[src/rtl/vga_timing_if.sv]
// vga_timing_if: pixel-side bundle between the timing generator, its pixel source and the DAC
interface vga_timing_if #(
  parameter int COLOR_W = 12,
  parameter int X_W = 10,
  parameter int Y_W = 10
);
  logic ce;
  logic [COLOR_W-1:0] pixelIn;
  logic [COLOR_W-1:0] pixelOut;
  logic Hsync;
  logic Vsync;
  logic de;
  logic [X_W-1:0] posX;
  logic [Y_W-1:0] posY;
  logic line_start;
  logic frame_start;
  modport master (
    input ce, pixelIn,
    output pixelOut, Hsync, Vsync, de, posX, posY, line_start, frame_start
  );
  modport slave (
    output ce, pixelIn,
    input pixelOut, Hsync, Vsync, de, posX, posY, line_start, frame_start
  );
endinterface

[src/rtl/vga_timing_gen.sv]
// vga_timing_gen: parametrised VGA sync/blanking generator with pixel-source latency alignment
module vga_timing_gen #(
  parameter int H_VISIBLE = 640,
  parameter int H_FRONT = 16,
  parameter int H_SYNC = 96,
  parameter int H_BACK = 48,
  parameter int V_VISIBLE = 480,
  parameter int V_FRONT = 10,
  parameter int V_SYNC = 2,
  parameter int V_BACK = 33,
  parameter int HSYNC_POL = 0,
  parameter int VSYNC_POL = 0,
  parameter int COLOR_W = 12,
  parameter int PIPE_LAT = 2,
  parameter int X_W = 10,
  parameter int Y_W = 10
) (
  input logic clk,
  input logic rst,
  vga_timing_if.master bus
);
  localparam int H_TOTAL = H_VISIBLE + H_FRONT + H_SYNC + H_BACK;
  localparam int V_TOTAL = V_VISIBLE + V_FRONT + V_SYNC + V_BACK;
  localparam logic [X_W-1:0] H_LAST = X_W'(H_TOTAL - 1);
  localparam logic [X_W-1:0] H_VIS = X_W'(H_VISIBLE);
  localparam logic [X_W-1:0] HS_BEG = X_W'(H_VISIBLE + H_FRONT);
  localparam logic [X_W-1:0] HS_END = X_W'(H_VISIBLE + H_FRONT + H_SYNC - 1);
  localparam logic [Y_W-1:0] V_LAST = Y_W'(V_TOTAL - 1);
  localparam logic [Y_W-1:0] V_VIS = Y_W'(V_VISIBLE);
  localparam logic [Y_W-1:0] VS_BEG = Y_W'(V_VISIBLE + V_FRONT);
  localparam logic [Y_W-1:0] VS_END = Y_W'(V_VISIBLE + V_FRONT + V_SYNC - 1);
  localparam logic H_IDLE = HSYNC_POL == 0;
  localparam logic V_IDLE = VSYNC_POL == 0;
  if (H_TOTAL > (1 << X_W) || V_TOTAL > (1 << Y_W)) begin : g_bad_width
    $error("vga_timing_gen: X_W/Y_W too narrow for the frame totals");
  end
  if (PIPE_LAT < 0 || PIPE_LAT > 4) begin : g_bad_lat
    $error("vga_timing_gen: PIPE_LAT must be 0..4");
  end
  logic [X_W-1:0] hcnt;
  logic [Y_W-1:0] vcnt;
  logic hwrap;
  logic [4:0] fl;
  logic [4:0] fd;
  assign hwrap = hcnt == H_LAST;
  always_ff @(posedge clk) begin
    if (rst) begin
      hcnt <= '0;
      vcnt <= '0;
    end else if (bus.ce) begin
      hcnt <= hwrap ? '0 : hcnt + 1'b1;
      if (hwrap) vcnt <= vcnt == V_LAST ? '0 : vcnt + 1'b1;
    end
  end
  // flag vector order: {vis, hs, vs, ls, fs}
  assign fl = {
    hcnt < H_VIS && vcnt < V_VIS,
    hcnt >= HS_BEG && hcnt <= HS_END,
    vcnt >= VS_BEG && vcnt <= VS_END,
    hcnt == '0 && vcnt < V_VIS,
    hcnt == '0 && vcnt == '0
  };
  if (PIPE_LAT == 0) begin : g_nopipe
    assign fd = fl;
  end else begin : g_pipe
    logic [PIPE_LAT-1:0][4:0] pipe;
    always_ff @(posedge clk) begin
      if (rst) pipe <= '0;
      else if (bus.ce) begin
        pipe[0] <= fl;
        for (int i = 1; i < PIPE_LAT; i++) pipe[i] <= pipe[i-1];
      end
    end
    assign fd = pipe[PIPE_LAT-1];
  end
  always_ff @(posedge clk) begin
    if (rst) begin
      bus.pixelOut <= '0;
      bus.de <= 1'b0;
      bus.Hsync <= H_IDLE;
      bus.Vsync <= V_IDLE;
      bus.line_start <= 1'b0;
      bus.frame_start <= 1'b0;
    end else begin
      if (bus.ce) begin
        bus.de <= fd[4];
        bus.pixelOut <= fd[4] ? bus.pixelIn : '0;
        bus.Hsync <= fd[3] ^ H_IDLE;
        bus.Vsync <= fd[2] ^ V_IDLE;
      end
      // strobes are one clk wide even when ce is held for several clks
      bus.line_start <= bus.ce & fd[1];
      bus.frame_start <= bus.ce & fd[0];
    end
  end
  assign bus.posX = hcnt;
  assign bus.posY = vcnt;
endmodule

[src/flat_wrapper.sv]
// flat-port wrapper written by rule: the top's interface ports become plain ports
module vga_timing_gen_flat 
#(
  parameter int H_VISIBLE = 640,
  parameter int H_FRONT = 16,
  parameter int H_SYNC = 96,
  parameter int H_BACK = 48,
  parameter int V_VISIBLE = 480,
  parameter int V_FRONT = 10,
  parameter int V_SYNC = 2,
  parameter int V_BACK = 33,
  parameter int HSYNC_POL = 0,
  parameter int VSYNC_POL = 0,
  parameter int COLOR_W = 12,
  parameter int PIPE_LAT = 2,
  parameter int X_W = 10,
  parameter int Y_W = 10
)
  (clk, rst, bus_ce, bus_pixelIn, bus_pixelOut, bus_Hsync, bus_Vsync, bus_de, bus_posX, bus_posY, bus_line_start, bus_frame_start);
  vga_timing_if #(.COLOR_W(COLOR_W), .X_W(X_W), .Y_W(Y_W)) bus_i ();
  input logic clk;
  input logic rst;
  input wire logic [$bits(bus_i.ce)-1:0] bus_ce;
  input wire logic [$bits(bus_i.pixelIn)-1:0] bus_pixelIn;
  output wire logic [$bits(bus_i.pixelOut)-1:0] bus_pixelOut;
  output wire logic [$bits(bus_i.Hsync)-1:0] bus_Hsync;
  output wire logic [$bits(bus_i.Vsync)-1:0] bus_Vsync;
  output wire logic [$bits(bus_i.de)-1:0] bus_de;
  output wire logic [$bits(bus_i.posX)-1:0] bus_posX;
  output wire logic [$bits(bus_i.posY)-1:0] bus_posY;
  output wire logic [$bits(bus_i.line_start)-1:0] bus_line_start;
  output wire logic [$bits(bus_i.frame_start)-1:0] bus_frame_start;
  assign bus_i.ce = bus_ce;
  assign bus_i.pixelIn = bus_pixelIn;
  assign bus_pixelOut = bus_i.pixelOut;
  assign bus_Hsync = bus_i.Hsync;
  assign bus_Vsync = bus_i.Vsync;
  assign bus_de = bus_i.de;
  assign bus_posX = bus_i.posX;
  assign bus_posY = bus_i.posY;
  assign bus_line_start = bus_i.line_start;
  assign bus_frame_start = bus_i.frame_start;
  vga_timing_gen #(.H_VISIBLE(H_VISIBLE), .H_FRONT(H_FRONT), .H_SYNC(H_SYNC), .H_BACK(H_BACK), .V_VISIBLE(V_VISIBLE), .V_FRONT(V_FRONT), .V_SYNC(V_SYNC), .V_BACK(V_BACK), .HSYNC_POL(HSYNC_POL), .VSYNC_POL(VSYNC_POL), .COLOR_W(COLOR_W), .PIPE_LAT(PIPE_LAT), .X_W(X_W), .Y_W(Y_W)) u_core (.clk(clk), .rst(rst), .bus(bus_i));
endmodule
[config.mk]
export PLATFORM = sky130hd
export DESIGN_NAME = vga_timing_gen_flat
export DESIGN_NICKNAME = d
export VERILOG_FILES = /design/src/rtl/vga_timing_if.sv /design/src/rtl/vga_timing_gen.sv /design/src/flat_wrapper.sv
export SDC_FILE = /design/constraint.sdc
export NUM_CORES = 1
export LEC_CHECK = 0
export CORE_ASPECT_RATIO = 0.9
export CORE_MARGIN = 2
export CORE_UTILIZATION = 52
export DETAILED_ROUTE_END_ITERATION = 6
export PLACE_DENSITY = 0.85
export SLEW_MARGIN = 20
export SYNTH_ARGS = -nofsm -noshare
export SYNTH_HDL_FRONTEND = slang
export SYNTH_SLANG_ARGS = --single-unit
[constraint.sdc]
create_clock -name clk -period 2.8 [get_ports clk]
set_clock_uncertainty 0.05 [all_clocks]
set_input_delay 0.7 -clock clk [delete_from_list [all_inputs] [get_ports clk]]
set_output_delay 0.7 -clock clk [all_outputs]
set_load 0.02 [all_outputs]
### Word-level counts from Yosys, hierarchy flattened

Index checks and enable logic that the tools add are counted.

| word-level totals | value |
|---|---|
| register bits | 47 |
| input bits | 15 |
| output and inout bits | 37 |
| logic and storage cells | 35 |

| cells by class | value |
|---|---|
| $add $sub $neg | 2 |
| order comparisons | 6 |
| equality and inequality tests | 2 |
| muxes and demuxes | 3 |
| bitwise logic cells | 4 |
| reduce and logical (&&, ||, !) cells | 8 |

Operator list:

| cell | count |
|---|---|
| 10-bit by 1-bit adder with 10-bit output (second input constant) | 2 |
| 10-bit equality test (second input constant) | 2 |
| 10-bit logical NOT | 2 |
| 10-bit two-way mux | 2 |
| 12-bit two-way mux | 1 |
| 10-bit >= comparator (second input constant) | 1 |
| 10-bit by 9-bit >= comparator with 1-bit output (second input constant) | 1 |
| 10-bit less-or-equal comparator (second input constant) | 1 |
| 10-bit by 9-bit less-or-equal comparator with 1-bit output (second input constant) | 1 |
| 10-bit less-than comparator (second input constant) | 1 |
| 10-bit by 9-bit less-than comparator with 1-bit output (second input constant) | 1 |
| 1-bit logical AND | 5 |
| 1-bit AND | 2 |
| 1-bit inverter | 2 |
| 2-bit AND reduction | 1 |

### Depth between registers and ports, before layout

Gate-level depths: netlist of run 1.

| logic depth | value |
|---|---|
| word-level depth | 2 |
| gate-level depth with buffers | 7 |
| mapped depth without buffers | 6 |

### Least setup slack after synthesis of run 1

Ideal clock, no wire load.

| timing | value |
|---|---|
| path kind | register to register |
| start | register u_core.hcnt[0] (netlist: u_core.bus.posX[0]) |
| end | register u_core.vcnt[9] (netlist: u_core.bus.posY[9]) |
| library setup time | 0.070 ns |
| arrival time | 1.827 ns |
| required time | 2.680 ns |
| setup slack | 0.853 ns |
| stages on the path, launching flop included | 8 |
| buffers on the path | 2 |
| path through | dfxtp_1 ha_1 and4_1 buf_4 nand4_2 buf_6 or4_1 a21oi_1 |

| between the ends | value |
|---|---|
| cells in the longest elaborated chain, start to end | 2 |

Ends and longest elaborated chain:

| item | line | RTL |
|---|---|---|
| start: declaration | vga_timing_gen.sv:40 | `logic [X_W-1:0] hcnt;` |
| start signal: assignment | vga_timing_gen.sv:51 | `hcnt <= hwrap ? '0 : hcnt + 1'b1;` |
| 10-bit equality test | vga_timing_gen.sv:45 | `assign hwrap = hcnt == H_LAST;` |
| 2-bit AND reduction (no source line) | n/a |  |
| end signal: assignment | vga_timing_gen.sv:52 | `if (hwrap) vcnt <= vcnt == V_LAST ? '0 : vcnt + 1'b1;` |
| end: declaration | vga_timing_gen.sv:41 | `logic [Y_W-1:0] vcnt;` |

Every way passes these cells.
A chain may end at the register's enable or synchronous reset.

### Worst setup path after layout of run 1

| timing | value |
|---|---|
| start | input port bus_ce |
| end | register u_core.vcnt[3] (netlist: u_core.bus.posY[3]) |

| between the ends | value |
|---|---|
| cells in the longest elaborated chain, start to end | 1 |

Ends and longest elaborated chain:

| item | line | RTL |
|---|---|---|
| start: declaration | flat_wrapper.sv:23 | `input wire logic [$bits(bus_i.ce)-1:0] bus_ce;` |
| 2-bit AND reduction (no source line) | n/a |  |

Every way passes these cells.

==> out/metrics.cfg, run 1 <==
[hold_path]
whs_path_depth = 2
hp-class = reg2reg
hp-start = u_core.g_pipe.pipe[2]
whs_endpoint = u_core.g_pipe.pipe[2]

[synth]
syn_nets = 242
synth.yosys.seq_area_share_pct = 47.2
postSynth.asyncResetShare_pct = 0
ys.flop_type = dfxtp_1
ys_ff_latch = 47
synth_top_area_cell = dfxtp_1
netlist_instances = 223
syn_area_per_cell_um2 = 8.94
synth_top_area_share_pct = 47.2
yosysWarningCount = 0
synth_edf_count = 0
synth.most_common_cell = dfxtp_1
synth_cell_types = 38
synthTopCellsByArea = dfxtp_1 (47%), nor2_1 (4.9%), a22oi_1 (4.5%)
synth_area_um2 = 1990
post_synth_most_frequent_cells = dfxtp_1 (47), nor2_1 (26), nand2_1 (16)

[cts]
cts_sinks = 47
cts.repair.resized = 0
cts_tree = done
clockBufferDepth = 2
cts_made_buffers = 5
path_clk_slew_ns = 0.08
htree_levels = 2
clock-root-buffer = clkbuf_8
worstSkewPairLatency_ns = 0.31
post_cts_buffers = 0
ctsHoldBuffers = 0

[worst_setup_path]
critPathMaxFanout = 11
r2r_end = u_core.bus.posY[3]
end_kind = flop
crit_cells = 5
slowest_delay_ns = 0.57
reg2reg_setup_slack_ns = 0.84
path_cells = clkdlybuf4s50_1 -> and4_1 -> nand4_2 -> o31ai_2 -> nor2_1
reg2reg_from = u_core.bus.posX[0]
crit_type = in2reg
critPathBufInv = 1
r2r_cells = 5
cp.required_ns = 2.93
critPathLaunchType = input port
critPathTopFamily = compound AO/OA/AOI/OAI gates
crit_slowest_cell = o31ai_2
worstSetupStartpoint = bus_ce
crit_arrival_ns = 2.37

[cells_and_area]
seqCellArea_um2 = 941
n_antenna_cell = 0
drive_gt1_share_pct = 7.30
fin_nets = 292
syn_to_final_growth_pct = 32.1
design_area_um2 = 2630
n_fill_cell = 290
multiInputGateArea_um2 = 950

[sta]
period_needed_ns = 2.24
rsz0062_at_grt = no
period_share_pct = 80.0
worstMarginPinSlew_ns = 0.585
slew_headroom_pct = 60.8
drv_slew = 0
setup_viol = 0
finalHoldViolations = 0
fmax_mhz = 446
tns_ns = 0

[power_and_ir_drop]
p_switching_mw = 0.295
p_leak_nw = 0.947
pwr-share-seq_pct = 55.3
p_int_mw = 0.958
swShare_pct = 23.5
clkPwrFrac_pct = 36.4
ir_worst_vdd_uv = 343
combPwrFrac_pct = 8.3
powerDensity_nw_per_um2 = 476

[drt]
via_count = 1800
drcViolationCount = 0
wire_per_inst_um = 14.2
dr.pass1.iters = 4
routed_via_density = 5.63
wirelength_um = 4560
antenna_left = 0
drtIter0Drc = 131

[placed_design]
dp_hpwl_um = 3190
dpl_cell_area_um2 = 2530
io_buffers = 51
gp_congestion = 0.854

[job]
maxCapViolCount = 0

[floorplanning]
core-area_um2 = 3700
fp-row-count = 21
initial_core_util_pct = 53.8
die_w_um = 69.3
io_pins = 52
dieArea_um2 = 4350
chipHeight_um = 62.8

[global_route]
grt_use_total_pct = 21.6
grt_max_degree = 20
grt_overflow = 0
antenna_found_initial = 0
grt_pass1_wl_um = 7510
grt_pass1_vias = 1633

[run_status]
status = finished, final reports clean

==> state kept, by name, indices dropped and copies added (netlist names) <==
name and flops:
u_core.bus.pixelOut 12, u_core.bus.Hsync 1, u_core.bus.Vsync 1, u_core.bus.frame_start 1, u_core.bus.posX 10, u_core.bus.de 1
u_core.fd 5, u_core.bus.posY 10, u_core.bus.line_start 1, u_core.g_pipe.pipe 5
==> worst max path at each step <==
stage	endpoint	slack (ns)
6_report	u_core.bus.posY[3]	0.56
5_1_grt	u_core.bus.posY[6]	0.41
4_1_cts	bus_posX[4]	0.55
3_5_place_dp	u_core.bus.posY[3]	0.22
3_3_place_gp	u_core.bus.posY[2]	0.30
2_1_floorplan	u_core.bus.posY[9]	0.85
==> cell families after synthesis <==
logic type	count (synthesis)	share of synthesized area, %
simple gates	99	26.2
xor+xnor	11	4.83
compound gates	35	11.1
buf+inv	21	5.21
fa+ha+maj	4	2.51
flops	47	47.2
mux	6	3.01
==> power by group through the flow <==
stage	sequential, mW	clock, mW	combinational, mW
after floorplan	0.715	0	0.0458
after global placement	0.708	0	0.0998
after detailed placement	0.708	0	0.102
after CTS	0.693	0.460	0.104
after global routing	0.695	0.490	0.112
final	0.693	0.457	0.103
==> metal layers <==
| layer | up-vias | global-route usage (%) | share of wire (%) |
|---|---|---|---|
| met5 | - | 0 | 0 |
| met4 | 0 | 8.33 | 1.2 |
| met3 | 6 | 6.29 | 5.5 |
| met2 | 50 | 35.1 | 48 |
| met1 | 850 | 27.2 | 45 |
| li1 | 894 | - | - |
==> worst reg2reg max path, cell delays in order (launching register included) <==
cell     delay (ns)
dfxtp_1        0.42
ha_1           0.22
and4_1         0.24
nand4_2        0.22
o31ai_2        0.57
nor2_1         0.10
==> cells in the final DEF, fill, tap and decap left out, drive strengths merged, types with 2 or more instances in the layout <==
| cell | count |
|---|---|
| a21oi | 13 |
| a22oi | 12 |
| and2 | 3 |
| and3 | 3 |
| and4 | 2 |
| buf | 6 |
| clkbuf | 7 |
| clkdlybuf4s50 | 51 |
| dfxtp | 47 |
| ha | 4 |
| inv | 7 |
| mux2i | 6 |
| nand2 | 16 |
| nand3 | 13 |
| nand4 | 7 |
| nor2 | 27 |
| nor3 | 8 |
| nor4 | 5 |
| o21ai | 5 |
| o31ai | 4 |
| or3 | 3 |
| or3b | 2 |
| or4 | 5 |
| xnor2 | 5 |
| xor2 | 6 |
==> layout make-up <==
| class | instances | share of cell area [%] |
|---|---|---|
| clock buffer | 7 | 3.66 |
| clock inverter | 1 | 0.285 |
| tap | 46 | 2.19 |
| timing repair buffer | 57 | 21.1 |
| inverter | 7 | 0.998 |
| multi-input combinational | 155 | 36.1 |
| sequential | 47 | 35.7 |
==> through the flow <==
stage                     hold WS (ns)  total power [mW]  utilization [%]  instances  setup WS (ns)
after global routing             0.449              1.30             71.1        320          0.410
after floorplan                  0.391             0.761                -        223          0.853
after detailed placement         0.409             0.810             68.3        312          0.216
final                            0.420              1.25             71.1        320          0.559
after CTS                        0.422              1.26             71.1        320          0.552
after global placement           0.401             0.807             68.3        312          0.301
Power figures use the tool's default switching activity.
==> run 2: changes to the inputs <==
--- a/config.mk
+++ b/config.mk
@@ -7,9 +7,9 @@
 export LEC_CHECK = 0
 export CORE_ASPECT_RATIO = 0.9
 export CORE_MARGIN = 2
-export CORE_UTILIZATION = 52
+export CORE_UTILIZATION = 48
 export DETAILED_ROUTE_END_ITERATION = 6
-export PLACE_DENSITY = 0.85
+export PLACE_DENSITY = 0.79
 export SLEW_MARGIN = 20
 export SYNTH_ARGS = -nofsm -noshare
 export SYNTH_HDL_FRONTEND = slang
==> constraint.sdc (replaced) <==
create_clock -name clk -period 2.1 [get_ports clk]
set_clock_uncertainty 0.05 [all_clocks]
set_input_delay 0.525 -clock clk [delete_from_list [all_inputs] [get_ports clk]]
set_output_delay 0.525 -clock clk [all_outputs]
set_load 0.02 [all_outputs]
==> run 2 against run 1 <==
Net effect: register-to-register slack lost 0.59 ns; non-clock buffer count grew 7; final cell count grew 2.8%; worst setup slack lost 0.51 ns; first-iteration DRC count shrank 6.1%; clock power grew 26%; sequential power grew 33%; critical endpoint is now bus_posX[3]; largest power group unchanged.
==> out/metrics.cfg, run 2 (synthesis results as in run 1) <==
[cells_and_area]
regMostFlops = u_core.bus.pixelOut  ; unchanged
fin_nets = 299  ; was 292
n_antenna_cell = 0  ; unchanged
drive_gt1_share_pct = 9.96  ; was 7.30%
largest_register_ffs = 12  ; unchanged
layout_commonest_cell = clkdlybuf4s50_1  ; unchanged
syn_to_final_growth_pct = 34.6  ; was 32.1%
layout_common_cells = clkdlybuf4s50_1 (51), dfxtp_1 (46), nor2_1 (26), nand2_1 (16)  ; was clkdlybuf4s50_1 (51), dfxtp_1 (47), nor2_1 (26), nand2_1 (16)
design_area_um2 = 2690  ; was 2630 um^2
finalNonFillerCells = 329  ; was 320
n_fill_cell = 345  ; was 290

[worst_setup_path]
slowest_delay_ns = 0.67  ; was 0.57 ns
crit_slowest_cell = clkdlybuf4s50_1  ; was o31ai_2
critPathLaunchType = flop  ; was input port
path_cells = clkdlybuf4s50_1  ; was clkdlybuf4s50_1 -> and4_1 -> nand4_2 -> o31ai_2 -> nor2_1
end_kind = output port  ; was flop
crit_arrival_ns = 1.47  ; was 2.37 ns
critPathMaxFanout = 8  ; was 11
critPathTopFamily = buffers and inverters  ; was compound AO/OA/AOI/OAI gates
crit_type = reg2out  ; was in2reg
cp.required_ns = 1.52  ; was 2.93 ns
critPathBufInv = 1  ; unchanged

[floorplanning]
io_pins = 52  ; unchanged
core-area_um2 = 4050  ; was 3700 um^2
fp-row-count = 22  ; was 21
chipHeight_um = 65.2  ; was 62.8 um
initial_core_util_pct = 49.3  ; was 53.8%
dieArea_um2 = 4690  ; was 4350 um^2
die_w_um = 71.9  ; was 69.3 um

[sta]
setup_viol = 0  ; unchanged
finalHoldViolations = 0  ; unchanged
period_share_pct = 97.5
rsz0062_at_grt = no  ; unchanged
fmax_mhz = 488
tns_ns = 0  ; unchanged
slew_headroom_pct = 69.9  ; was 60.8%
period_needed_ns = 2.05
worstMarginPinSlew_ns = 0.452  ; was 0.585 ns
drv_slew = 0  ; unchanged

[power_and_ir_drop]
p_total_mw = 1.64  ; was 1.25 mW
ir_worst_vdd_uv = 358  ; was 343 uV
powerDensity_nw_per_um2 = 611  ; was 476 nW/um^2
p_leak_nw = 0.977  ; was 0.947 nW

[cts]
ctsHoldBuffers = 0  ; unchanged
cts_sinks = 47  ; unchanged
cts_made_buffers = 5  ; unchanged
cts.repair.resized = 0  ; unchanged
cts_tree = done  ; unchanged
clock-root-buffer = clkbuf_8  ; unchanged
path_clk_slew_ns = 0.08  ; about the same
clockBufferDepth = 2  ; unchanged
post_cts_buffers = 0  ; unchanged
worstSkewPairLatency_ns = 0.31  ; about the same
htree_levels = 2  ; unchanged

[drt]
dr.pass1.iters = 4  ; unchanged
drcViolationCount = 0  ; unchanged
via_count = 1782  ; was 1800
drtIter0Drc = 123  ; was 131
antenna_left = 0  ; unchanged
routed_via_density = 5.42  ; was 5.63
wire_per_inst_um = 13.3  ; was 14.2 um
wirelength_um = 4360  ; was 4560 um

[job]
maxCapViolCount = 0  ; unchanged

[placed_design]
gp_congestion = 0.877  ; was 0.854
io_buffers = 51  ; unchanged
dpl_cell_area_um2 = 2580  ; was 2530 um^2
dp.cells = 321  ; was 312
dp_hpwl_um = 3160  ; was 3190 um

[global_route]
grt_pass1_wl_um = 7170  ; was 7510 um
grt_pass1_vias = 1555  ; was 1633
grt_use_total_pct = 19.5  ; was 21.6%
grt_max_degree = 23  ; was 20
antenna_found_initial = 0  ; unchanged
grt_overflow = 0  ; unchanged

[hold_path]
hp-class = reg2reg  ; unchanged

[run_status]
status = finished, final reports clean  ; unchanged

## run 2: path summary, 6_finish.rpt
kind / to / depth (start not counted) / slack, ns / startpoint
hold reg to reg: u_core.g_pipe.pipe[1] / 2 / 0.41 / u_core.g_pipe.pipe[1]
hold / removal: u_core.g_pipe.pipe[1] / 2 / 0.41 / u_core.g_pipe.pipe[1]
setup reg to reg: u_core.bus.posY[8] / 5 / 0.25 / u_core.bus.posX[0]
setup / recovery: bus_posX[3] / 1 / 0.05 / u_core.bus.posX[3]
## run 2: metrics by stage
stage          hold slack, ns  worst slack [ns]  utilization (%)
4_1_cts                 0.417            0.0377             66.3
6_report                0.413            0.0525             66.4
2_1_floorplan           0.391             0.153                -
3_5_place_dp            0.405            -0.183             63.9
3_3_place_gp            0.401            -0.153             63.9
5_1_grt                 0.452           0.00168             66.4
## run 2: where the power goes
group / total [mW] / switching [mW] / internal (mW)
Combinational: 0.139 / 0.0675 / 0.0717
Sequential: 0.923 / 0.0146 / 0.909
Clock: 0.578 / 0.309 / 0.269
Total: 1.64 / 0.391 / 1.25
## run 2: cell type report
cell class | instances | area, um^2 | area share, %
Multi-Input combinational cell | 155 | 950 | 35.4
Sequential cell | 47 | 942 | 35.1
Timing Repair Buffer | 64 | 608 | 22.6
Clock buffer | 6 | 82.6 | 3.08
Tap cell | 48 | 60.1 | 2.24
Inverter | 7 | 26.3 | 0.979
Clock inverter | 2 | 16.3 | 0.606
## run 2: layer usage
layer / up-vias / global-route usage, % / routed length [um]
met5: - / 0 / 0
met4: 0 / 9.20 / 74
met3: 7 / 4.45 / 213
met2: 44 / 30.0 / 2060
met1: 834 / 26.0 / 2020
li1: 897 / - / -
==> run 3: changes to the inputs <==
==> constraint.sdc (replaced) <==
create_clock -name clk -period 2.3 [get_ports clk]
set_clock_uncertainty 0.05 [all_clocks]
set_input_delay 0.575 -clock clk [delete_from_list [all_inputs] [get_ports clk]]
set_output_delay 0.575 -clock clk [all_outputs]
set_load 0.02 [all_outputs]
==> run 3 against run 2 <==
Net effect: via count shrank 0.73%; hold slack improved by 0.0040 ns; final cell count is 0.30% lower; final area is 0.33% higher; utilization increased by 0.22 points; global-route usage increased by 0.39 points; sequential power down 8.6%; critical path depth unchanged; clock power increased by 8.7%; sequential share of layout area is 0.16 points lower; critical path type unchanged; largest cell class unchanged; wire length rose by 1.5%.
==> out/metrics.cfg, run 3 (synthesis results as in run 1) <==
[run_status]
status = finished, final reports clean  ; unchanged

[power_and_ir_drop]
powerDensity_nw_per_um2 = 594  ; was 611 nW/um^2
ir_worst_vdd_uv = 369  ; was 358 uV
p_leak_nw = 0.983  ; was 0.977 nW

[cells_and_area]
design_area_um2 = 2690  ; about the same
layout_common_cells = clkdlybuf4s50_1 (51), dfxtp_1 (47), nor2_1 (26), nand2_1 (16)  ; was clkdlybuf4s50_1 (51), dfxtp_1 (46), nor2_1 (26), nand2_1 (16)
syn_to_final_growth_pct = 35.1  ; was 34.6%
layout_commonest_cell = clkdlybuf4s50_1  ; unchanged
drive_gt1_share_pct = 9.29  ; was 9.96%
regMostFlops = u_core.bus.pixelOut  ; unchanged
n_antenna_cell = 0  ; unchanged
largest_register_ffs = 12  ; unchanged
fin_nets = 298  ; was 299

[sta]
tns_ns = 0  ; unchanged
worstMarginPinSlew_ns = 0.458  ; was 0.452 ns
fmax_mhz = 475
setup_viol = 0  ; unchanged
drv_slew = 0  ; unchanged
slew_headroom_pct = 69.4  ; was 69.9%
rsz0062_at_grt = no  ; unchanged
period_share_pct = 91.6
period_needed_ns = 2.11
finalHoldViolations = 0  ; unchanged

[cts]
post_cts_buffers = 0  ; unchanged
cts_made_buffers = 5  ; unchanged
path_clk_slew_ns = 0.09  ; was 0.08 ns
cts.repair.resized = 0  ; unchanged
ctsHoldBuffers = 0  ; unchanged
cts_sinks = 47  ; unchanged
cts_tree = done  ; unchanged
clock-root-buffer = clkbuf_8  ; unchanged
worstSkewPairLatency_ns = 0.31  ; about the same
clockBufferDepth = 2  ; unchanged
htree_levels = 2  ; unchanged

[drt]
routed_via_density = 5.39  ; was 5.42
via_count = 1769  ; was 1782
dr.pass1.iters = 4  ; unchanged
wirelength_um = 4430  ; was 4360 um
antenna_left = 0  ; unchanged
drtIter0Drc = 97  ; was 123
wire_per_inst_um = 13.5  ; was 13.3 um
drcViolationCount = 0  ; unchanged

[placed_design]
dpl_cell_area_um2 = 2580  ; about the same
gp_congestion = 0.881  ; was 0.877
dp_hpwl_um = 3140  ; was 3160 um
io_buffers = 51  ; unchanged

[global_route]
grt.busiest_layer = met2  ; unchanged
grt_overflow = 0  ; unchanged
use_met1_pct = 25.5  ; was 26.0%
antenna_found_initial = 0  ; unchanged
grt_use_met2_pct = 30.8  ; was 30.0%
grt_pass1_vias = 1515  ; was 1555
grt_use_total_pct = 19.9  ; was 19.5%
use_met3_pct = 6.44  ; was 4.45%
grt_pass1_wl_um = 7120  ; was 7170 um
grt_max_degree = 23  ; unchanged

[worst_setup_path]
end_kind = output port  ; unchanged
cp.required_ns = 1.67  ; was 1.52 ns
critPathBufInv = 1  ; unchanged
crit_type = reg2out  ; unchanged
crit_slowest_cell = clkdlybuf4s50_1  ; unchanged
critPathLaunchType = flop  ; unchanged
slowest_delay_ns = 0.67  ; about the same
critPathTopFamily = buffers and inverters  ; unchanged
critPathMaxFanout = 9  ; was 8
crit_arrival_ns = 1.48  ; was 1.47 ns
path_cells = clkdlybuf4s50_1  ; unchanged

[floorplanning]
initial_core_util_pct = 49.3  ; unchanged
io_pins = 52  ; unchanged
chipHeight_um = 65.2  ; unchanged
fp-row-count = 22  ; unchanged
core-area_um2 = 4050  ; unchanged
dieArea_um2 = 4690  ; unchanged
die_w_um = 71.9  ; unchanged

[hold_path]
hp-class = reg2reg  ; unchanged

[job]
maxCapViolCount = 0  ; unchanged

run 3: cell count changes in the layout (fill, tap and decap cells not counted):
cell        delta
dfxtp_2        -1
clkinvlp_4     -1
inv_6          +1
dfxtp_1        +1
clkbuf_8       -1
buf_4          -1
bufinv_16      +1
run 3: stage by stage:
stage          instances  hold WS [ns]  setup WS, ns  power [mW]  utilization, %
2_1_floorplan        223         0.391         0.353       0.927               -
3_3_place_gp         320         0.401      -0.00374       0.987            63.7
3_5_place_dp         320         0.404       -0.0376       0.991            63.7
4_1_cts              328         0.416         0.185        1.62            66.6
5_1_grt              328         0.449         0.125        1.66            66.6
6_report             328         0.417         0.193        1.60            66.6
run 3: cell type report:
cell class	count	area (um^2)
Fill cell	323	1350
Multi-Input combinational cell	155	950
Sequential cell	47	941
Timing Repair Buffer	63	601
Clock buffer	5	68.8
Tap cell	48	60.1
Clock inverter	3	47.5
Inverter	7	26.3
run 3: routing by layer:
| metal | share of wire, % | routed length, um |
|---|---|---|
| met1 | 44 | 1930 |
| met2 | 49 | 2190 |
| met3 | 5.2 | 231 |
| met4 | 1.8 | 78 |
| met5 | 0 | 0 |
run 3: power by group:
group | internal [mW] | switching (mW)
sequential | 0.830 | 0.0139
clock | 0.329 | 0.298
combinational | 0.0662 | 0.0634
run 3: final timing paths:
| path | from | end | slack (ns) | cells after the start |
|---|---|---|---|---|
| setup / recovery | u_core.bus.posX[7] | bus_posX[7] | 0.19 | 1 |
| hold / removal | u_core.g_pipe.pipe[4] | u_core.g_pipe.pipe[4] | 0.42 | 2 |
| hold reg to reg | u_core.g_pipe.pipe[4] | u_core.g_pipe.pipe[4] | 0.42 | 2 |
| setup reg to reg | u_core.bus.posX[0] | u_core.bus.posY[6] | 0.43 | 6 |
